`config.mk`:
```
export PLATFORM = sky130hd
export DESIGN_NAME = m68k_bus_arbiter
export DESIGN_NICKNAME = d
export VERILOG_FILES = /design/src/rtl/m68k_bus_arbiter_pkg.sv /design/src/rtl/m68k_bus_arbiter_sync_chain.sv /design/src/rtl/m68k_bus_arbiter.sv
export SDC_FILE = /design/constraint.sdc
export NUM_CORES = 1
export LEC_CHECK = 0
export CAP_MARGIN = 25
export CORE_ASPECT_RATIO = 1.25
export CORE_MARGIN = 5
export CORE_UTILIZATION = 45
export CTS_CLUSTER_DIAMETER = 60
export DETAILED_ROUTE_END_ITERATION = 10
export PLACE_DENSITY_LB_ADDON = 0.12
export SLEW_MARGIN = 0
export SYNTH_ARGS = -nofsm -noshare
export SYNTH_HDL_FRONTEND = slang
export SYNTH_SLANG_ARGS = --single-unit
```
`constraint.sdc`:
```
create_clock -name c7m -period 1.2 [get_ports c7m]
set_input_delay 0.3 -clock c7m [delete_from_list [all_inputs] [get_ports c7m]]
set_output_delay 0.3 -clock c7m [all_outputs]
set_load 0.01 [all_outputs]
```
`src/rtl/m68k_bus_arbiter_pkg.sv`:
```
// Shared definitions for the 68000 bus arbiter: state encodings, status bit, defaults.
// No logic lives here.
package m68k_bus_arbiter_pkg;

   typedef enum logic [2:0] {
      ARB_IDLE     = 3'd0,
      ARB_WAIT_END = 3'd1,
      ARB_GRANT    = 3'd2,
      ARB_OWNED    = 3'd3,
      ARB_RELEASE  = 3'd4
   } arb_state_t;

   // Position of dma_active in the Pi status register.
   localparam int STATUS_DMA_ACTIVE_BIT = 12;

   localparam int GRANT_TIMEOUT_DEFAULT = 15;

endpackage

```
`src/rtl/m68k_bus_arbiter_sync_chain.sv`:
```
// Multi-stage synchroniser for an active-low bus line; stages preset to 1 (inactive) on reset.
// Latency STAGES c7m edges; no flow control.
module m68k_bus_arbiter_sync_chain #(
   parameter int STAGES = 2
) (
   input  logic c7m,
   input  logic op_txnrst,
   input  logic d,
   output logic q
);

   logic [STAGES-1:0] sr;

   always_ff @(posedge c7m or posedge op_txnrst) begin
      if (op_txnrst) begin
         sr <= '1;
      end else begin
         sr <= {sr[STAGES-2:0], d};
      end
   end

   assign q = sr[STAGES-1];

endmodule

```
`src/rtl/m68k_bus_arbiter.sv`:
```
// 68000 BR/BG/BGACK arbiter between the Pi transfer engine and external DMA masters.
// BR_n fall to BG_n low in SYNC_STAGES+2 edges when the engine is idle; the engine is held at S1 while DMA pends.
module m68k_bus_arbiter
   import m68k_bus_arbiter_pkg::*;
#(
   parameter int GRANT_TIMEOUT = GRANT_TIMEOUT_DEFAULT,
   parameter int SYNC_STAGES   = 2
) (
   input  logic c7m,
   input  logic op_txnrst,
   input  logic m68k_br_n,
   input  logic m68k_bgack_n,
   input  logic m68k_as_n_in,
   input  logic eng_idle,
   output logic m68k_bg_n,
   output logic eng_start_en,
   output logic bus_drive_en,
   output logic dma_active,
   output logic grant_timeout
);

   localparam int CNT_W = $clog2(GRANT_TIMEOUT + 1);
   localparam logic [CNT_W-1:0] CNT_MAX  = CNT_W'(GRANT_TIMEOUT);
   localparam logic [CNT_W-1:0] CNT_LAST = CNT_W'(GRANT_TIMEOUT - 1);

   logic br_s;
   logic bgack_s;
   logic as_s;

   arb_state_t       state;
   arb_state_t       state_nxt;
   logic [CNT_W-1:0] cnt;
   logic [CNT_W-1:0] cnt_nxt;
   logic             tmo_nxt;

   m68k_bus_arbiter_sync_chain #(.STAGES(SYNC_STAGES)) u_sync_br (
      .c7m       (c7m),
      .op_txnrst (op_txnrst),
      .d         (m68k_br_n),
      .q         (br_s)
   );

   m68k_bus_arbiter_sync_chain #(.STAGES(SYNC_STAGES)) u_sync_bgack (
      .c7m       (c7m),
      .op_txnrst (op_txnrst),
      .d         (m68k_bgack_n),
      .q         (bgack_s)
   );

   m68k_bus_arbiter_sync_chain #(.STAGES(SYNC_STAGES)) u_sync_as (
      .c7m       (c7m),
      .op_txnrst (op_txnrst),
      .d         (m68k_as_n_in),
      .q         (as_s)
   );

   always_comb begin
      state_nxt = state;
      cnt_nxt   = cnt;
      tmo_nxt   = 1'b0;
      case (state)
         ARB_IDLE: begin
            if (!br_s) state_nxt = ARB_WAIT_END;
         end
         ARB_WAIT_END: begin
            if (br_s) begin
               state_nxt = ARB_IDLE;
            end else if (eng_idle) begin
               state_nxt = ARB_GRANT;
               cnt_nxt   = '0;
            end
         end
         ARB_GRANT: begin
            if (cnt != CNT_MAX) cnt_nxt = cnt + CNT_W'(1);
            // Acknowledge only counts once the previous master has dropped AS_n.
            if (!bgack_s && as_s) begin
               state_nxt = ARB_OWNED;
            end else if (br_s && bgack_s) begin
               state_nxt = ARB_RELEASE;
            end else if (cnt == CNT_LAST) begin
               state_nxt = ARB_RELEASE;
               tmo_nxt   = 1'b1;
            end
         end
         ARB_OWNED: begin
            if (bgack_s) begin
               if (!br_s) begin
                  state_nxt = ARB_GRANT;
                  cnt_nxt   = '0;
               end else begin
                  state_nxt = ARB_RELEASE;
               end
            end
         end
         ARB_RELEASE: begin
            state_nxt = ARB_IDLE;
         end
         default: begin
            state_nxt = ARB_IDLE;
         end
      endcase
   end

   // Outputs are registered from the next state so they change on the same edge as the state.
   always_ff @(posedge c7m or posedge op_txnrst) begin
      if (op_txnrst) begin
         state         <= ARB_IDLE;
         cnt           <= '0;
         m68k_bg_n     <= 1'b1;
         bus_drive_en  <= 1'b1;
         dma_active    <= 1'b0;
         grant_timeout <= 1'b0;
      end else begin
         state         <= state_nxt;
         cnt           <= cnt_nxt;
         m68k_bg_n     <= (state_nxt != ARB_GRANT);
         bus_drive_en  <= (state_nxt == ARB_IDLE) || (state_nxt == ARB_WAIT_END);
         dma_active    <= (state_nxt == ARB_OWNED);
         grant_timeout <= tmo_nxt;
      end
   end

   // DMA wins ties: a pending or stray external request blocks a new engine start.
   assign eng_start_en = (state == ARB_IDLE) && br_s && bgack_s;

endmodule

```
# Yosys cells after proc, flatten, opt, wreduce, memory -nomap -nowiden
# Index checks and enable logic that the tools add are counted.
word_totals:
  ff_bits: 17
  elab_cells: 52
  out_inout_bits: 5
  input_bits: 6
op_classes:
  reduce_logical: 10
  muxes: 19
  eq_ne: 13
  addsub: 1
op_table:
  columns: ["operator", "count"]
  rows:
  - ["3-bit 2-to-1 mux", 8]
  - ["4-bit 2-to-1 mux", 5]
  - ["3-bit case mux with 4 select lines", 1]
  - ["4-bit case mux with 3 select lines", 1]
  - ["3-bit by 2-bit equality test with 1-bit output, second input constant", 3]
  - ["2-bit != test, second input constant", 4]
  - ["3-bit by 1-bit equality test with 1-bit output, second input constant", 2]
  - ["3-bit zero test", 2]
  - ["6-bit AND reduction", 1]
  - ["4-bit by 1-bit adder with 4-bit output, second input constant", 1]
  - ["4-bit equality test, second input constant", 1]
  - ["1-bit logical AND", 4]
  - ["1-bit 2-to-1 mux", 4]
  - ["4-bit != test, second input constant", 1]
  - ["3-bit by 2-bit != test with 1-bit output, second input constant", 1]
  - ["3-bit nonzero test", 1]
  - ["2-bit by 1-bit != test with 1-bit output, second input constant", 1]
  - ["1-bit zero test", 1]
  - ["1-bit logical OR", 1]

# Logic depth before layout (Yosys ltp)
depth:
  ltp_word: 7
  mapped_depth: 6
  mapped_depth_nobuf: 6

# Hierarchy
# From an unflattened synthesis, not the netlist that was laid out.
unflattened:
  cells_unflattened: 66
  hier_area_um2: 770.7
modules_own_cells:
  columns: ["module", "area_each_um2", "cells_per_inst", "instances", "seq_area_each_um2"]
  rows:
  - ["m68k_bus_arbiter", 601.8, 57, 1, 277.8]
  - ["m68k_bus_arbiter_sync_chain", 56.3, 3, 3, 52.6]

# Worst setup path after synthesis
# No wires, ideal clock.
synth_path:
  path_type: "flip-flop to flip-flop"
  startpoint: "reg state[2]"
  endpoint: "reg cnt[3]"
  required_ns: 1.131
  period_less_slack_ns: 1.316
  arrival_time_ns: 1.247
  path_stages_with_launch: 4
  setup_time_ns: 0.069
  n_path_buf: 0
  slack_ns: -0.116
  cell_sequence: "dfrtp_1 -> or3b_4 -> or3_1 -> nand3_1"
synth_between:
  elab_chain_cells: 3
  word_cells_on_any_way: 11
  classes_between: "eq/ne (8); mux (1); reduce/logical (2)"
synth_lines:
  columns: ["item", "line", "rtl"]
  rows:
  - ["from (decl)", "m68k_bus_arbiter.sv:30", "arb_state_t state;"]
  - ["from (signal assigned)", "m68k_bus_arbiter.sv:114", "state <= state_nxt;"]
  - ["3-bit by 1-bit equality test with 1-bit output / 3-bit by 2-bit equality test with 1-bit output (equally long branches)", "m68k_bus_arbiter.sv:61", "case (state)"]
  - ["2-bit != test (no line), or another cell as far along", null, null]
  - ["6-bit AND reduction (no line)", null, null]
  - ["to (signal assigned)", "m68k_bus_arbiter.sv:115", "cnt <= cnt_nxt;"]
  - ["to (decl)", "m68k_bus_arbiter.sv:32", "logic [CNT_W-1:0] cnt;"]
# Several ways; a longest one is shown, not always the timed one.
# A chain may end at the register's enable or synchronous reset.

# Worst setup path after layout
layout_path:
  startpoint: "reg u_sync_bgack.sr[1]"
  endpoint: "out eng_start_en"
layout_between:
  elab_chain_cells: 1
layout_lines:
  columns: ["item", "line", "rtl"]
  rows:
  - ["from (decl)", "m68k_bus_arbiter_sync_chain.sv:12", "logic [STAGES-1:0] sr;"]
  - ["from (signal assigned)", "m68k_bus_arbiter_sync_chain.sv:18", "sr <= {sr[STAGES-2:0], d};"]
  - ["1-bit logical AND", "m68k_bus_arbiter.sv:124", "assign eng_start_en = (state == ARB_IDLE) && br_s && bgack_s;"]
  - ["to (decl)", "m68k_bus_arbiter.sv:16", "output logic eng_start_en,"]
# No other way between the ends.

==> results.toml <==
[critical_path]
cp_max_fo = 2
cp.required_ns = 0.90
cp-start-kind = "flop"
path_class = "flop to output port"
worst_setup_path_end_kind = "output port"
crit_start = "u_sync_bgack.sr[1]"
r2r_start = "state[2]"
cp.arrival_ns = 1.20

[drt]
avgRoutedWirePerCell_um = 17.1
dr_total_vias = 666
wl_um = 2040
drt_iter0_markers = 7
dr.pass1.iters = 4
antenna_left = 0
avgViaCountPerCell = 5.60
drc = 0

[power_and_ir_drop]
p_int_mw = 1.34
sw_frac_of_total_pct = 35.1
power.density_mw_per_mm2 = 1720
seqPwrFrac_pct = 40.0
max-vdd-ir-drop_mv = 1.10
pwr-share-comb_pct = 45.7
pwr-share-clk_pct = 14.3
leakage_nw = 0.518
power.switching_mw = 0.726

[grt]
grt_pass1_wl_um = 3150
grt_max_degree = 18
antenna_found_initial = 0
grt_pass1_vias = 701
gr-usage-all-layers_pct = 16.8
grt-ovfl-total = 0

[cells_and_area]
multi_input_area_um2 = 418
num-fill-cells = 107
diodes = 0
drive_above_1_share_pct = 63.4
regArea_um2 = 435
finalNetCount = 110
area_growth_pct = 62.2

[logic_synthesis]
async_reset_ff_share_pct = 100
ys.flop_type = "dfrtp_1"
ys_types = 25
ys_seq_area_share_pct = 59.0
syn_area_um2 = 738
synth_top_family_by_area = "simple AND/OR/NAND/NOR gates"
ys_top_cells_by_count = "9 x dfrtp_1, 8 x dfstp_2, 6 x nand3_1, 6 x nor2_1, 5 x o21ai_0"
netlist_instances = 65
yosysWarnings = 0
yosysTopAreaCellShare_pct = 30.5
yosys.area.top_type = "dfrtp_1"
syn_area_per_cell_um2 = 11.4
synthTopCellsByArea = "dfrtp_1 31%, dfstp_2 28%, nand3_1 4.1%"
synth_fa_ha_area_share_pct = 3.39
synth_most_common_cell = "dfrtp_1"
synth_xor_area_share_pct = 0
synth_seq_cells = 17
synth_edf_count = 0
synth_mux_area_share_pct = 0
yosys.area_share.simple_pct = 21.2
synth_compound_area_share_pct = 14.9
synthesis.nets = 73

[clock_tree]
cts_inserted_buffers = 3
clk_latency_ns = 0.28
cts_tree = "yes"
htree_levels = 1
clock_tree.buffer_depth = 2
clock-root-buffer = "clkbuf_4"
cts_sinks = 17
path_clk_slew_ns = 0.09

[timing]
relSlewSlack_pct = 77.1
period_share_pct = 125
fin_worst_skew_ns = 0.00244
final_max_slew_viol_count = 0
rsz0062_at_grt = "true"
fin_ws_ns = -0.300
hold_viol = 0
fmax_mhz = 667
period_minus_slack_ns = 1.50
hold_ws_ns = 0.320
worstMarginPinSlew_ns = 0.344
setup-violations-final = 12
fin_setup_tns_ns = -1.94

[run_status]
status = "finished with violations"
violations = "setup timing"

[floorplanning]
dieHeight_um = 55.3
core_area_mm2 = 0.00156
io_pins = 11
fp-row-count = 16
die_width_um = 46.2
dieArea_mm2 = 0.00256
start_util_pct = 47.3

[placed_design]
place_congestion = 0.856
dp_hpwl_um = 1300
io_buffers = 10
pre_cts_slack_ns = -0.388

[min_path]
hp-class = "primary input to asynchronous set/reset pin"

[flow_run]
cap_violations = 0
-- layout make-up --
type / count / share of cell area, %
repair buffers: 32 / 23.7
inverters: 3 / 0.940
multi-input cells: 45 / 34.9
well taps: 18 / 1.88
clock buffers: 4 / 2.19
flip-flops and latches: 17 / 36.4
-- power groups by stage --
stage                     combinational [mW]  sequential [mW]  clock, mW
final                                  0.943            0.827      0.296
after global routing                    1.02            0.842      0.353
after CTS                              0.803            0.816      0.305
after detailed placement               0.720            0.806          0
after global placement                 0.711            0.797          0
after floorplan                        0.307            0.844          0
-- critical path: stages, from the launching register on --
cell     delay (ns)
dfstp_2        0.55
nand2_2        0.06
nor4_2         0.14
buf_2          0.17
-- placed cells by master (no fill, tap or decap), drive strengths merged --
cell | Yosys | layout
or2b | 1 | 1
a2111oi | 1 | 1
nand2 | 2 | 2
clkbuf | 0 | 6
nor2b | 4 | 4
a21oi | 3 | 3
ha | 2 | 2
o21ai | 5 | 5
or3b | 1 | 1
nor4 | 1 | 1
nand3 | 6 | 6
o31ai | 2 | 2
a21o | 1 | 1
buf | 0 | 25
o21bai | 1 | 1
a32o | 1 | 1
nor3 | 1 | 1
nor2 | 6 | 6
clkdlybuf4s50 | 0 | 5
dfrtp | 9 | 9
nor3b | 3 | 3
a211oi | 1 | 1
nand3b | 1 | 1
inv | 3 | 3
dfstp | 8 | 8
or3 | 1 | 1
o21a | 1 | 1
-- per-layer routing --
metal / vias to the layer above / wire length [um] / GRT usage [%]
met5: - / 0 / 0
met4: 0 / 93 / 8.94
met1: 333 / 695 / 17.3
met3: 8 / 66 / 2.92
li1: 309 / - / -
met2: 16 / 1180 / 29.9
-- worst paths after layout --
check	endpoint	slack, ns	cells after the start
max in group asynchronous	u_sync_bgack.sr[1]	0.67	3
max	eng_start_en	-0.30	3
min reg2reg	u_sync_br.sr[1]	0.38	0
max reg2reg	cnt[3]	-0.23	4
min	cnt[2]	0.32	3
min in group c7m	u_sync_br.sr[1]	0.38	0
-- per-stage QoR --
step | cells | utilization, % | instance area [um2] | power (mW)
global placement | 110 | 65.1 | 1020 | 1.51
floorplan | 65 | - | 753 | 1.15
detailed placement | 110 | 65.1 | 1020 | 1.53
finish | 119 | 76.7 | 1200 | 2.07
global route | 119 | 76.7 | 1200 | 2.21
CTS | 117 | 72.6 | 1130 | 1.92
-- timing repair --
action / 4_1_cts / 5_1_grt
endpoints found under the setup margin: 14 / 16
resized for setup: 36 / 21
buffers inserted: 3 / 4
hold buffers: 0 / 0
pin swaps: 3 / 6
-- cell families (layout without fill, tap and decap cells) --
logic type / after synthesis / after routing
fa+ha+maj: 2 / 2
buf+inv: 3 / 39
compound gates: 16 / 16
flops: 17 / 17
simple gates: 27 / 27
-- registers in the layout, summed over array words and instances (netlist names) --
name,cells
cnt,4
state,3
u_sync_as.sr,2
u_sync_bgack.sr,2
u_sync_br.sr,2
bus_drive_en,1
dma_active,1
grant_timeout,1
m68k_bg_n,1
(Power assumes the default switching activity.)
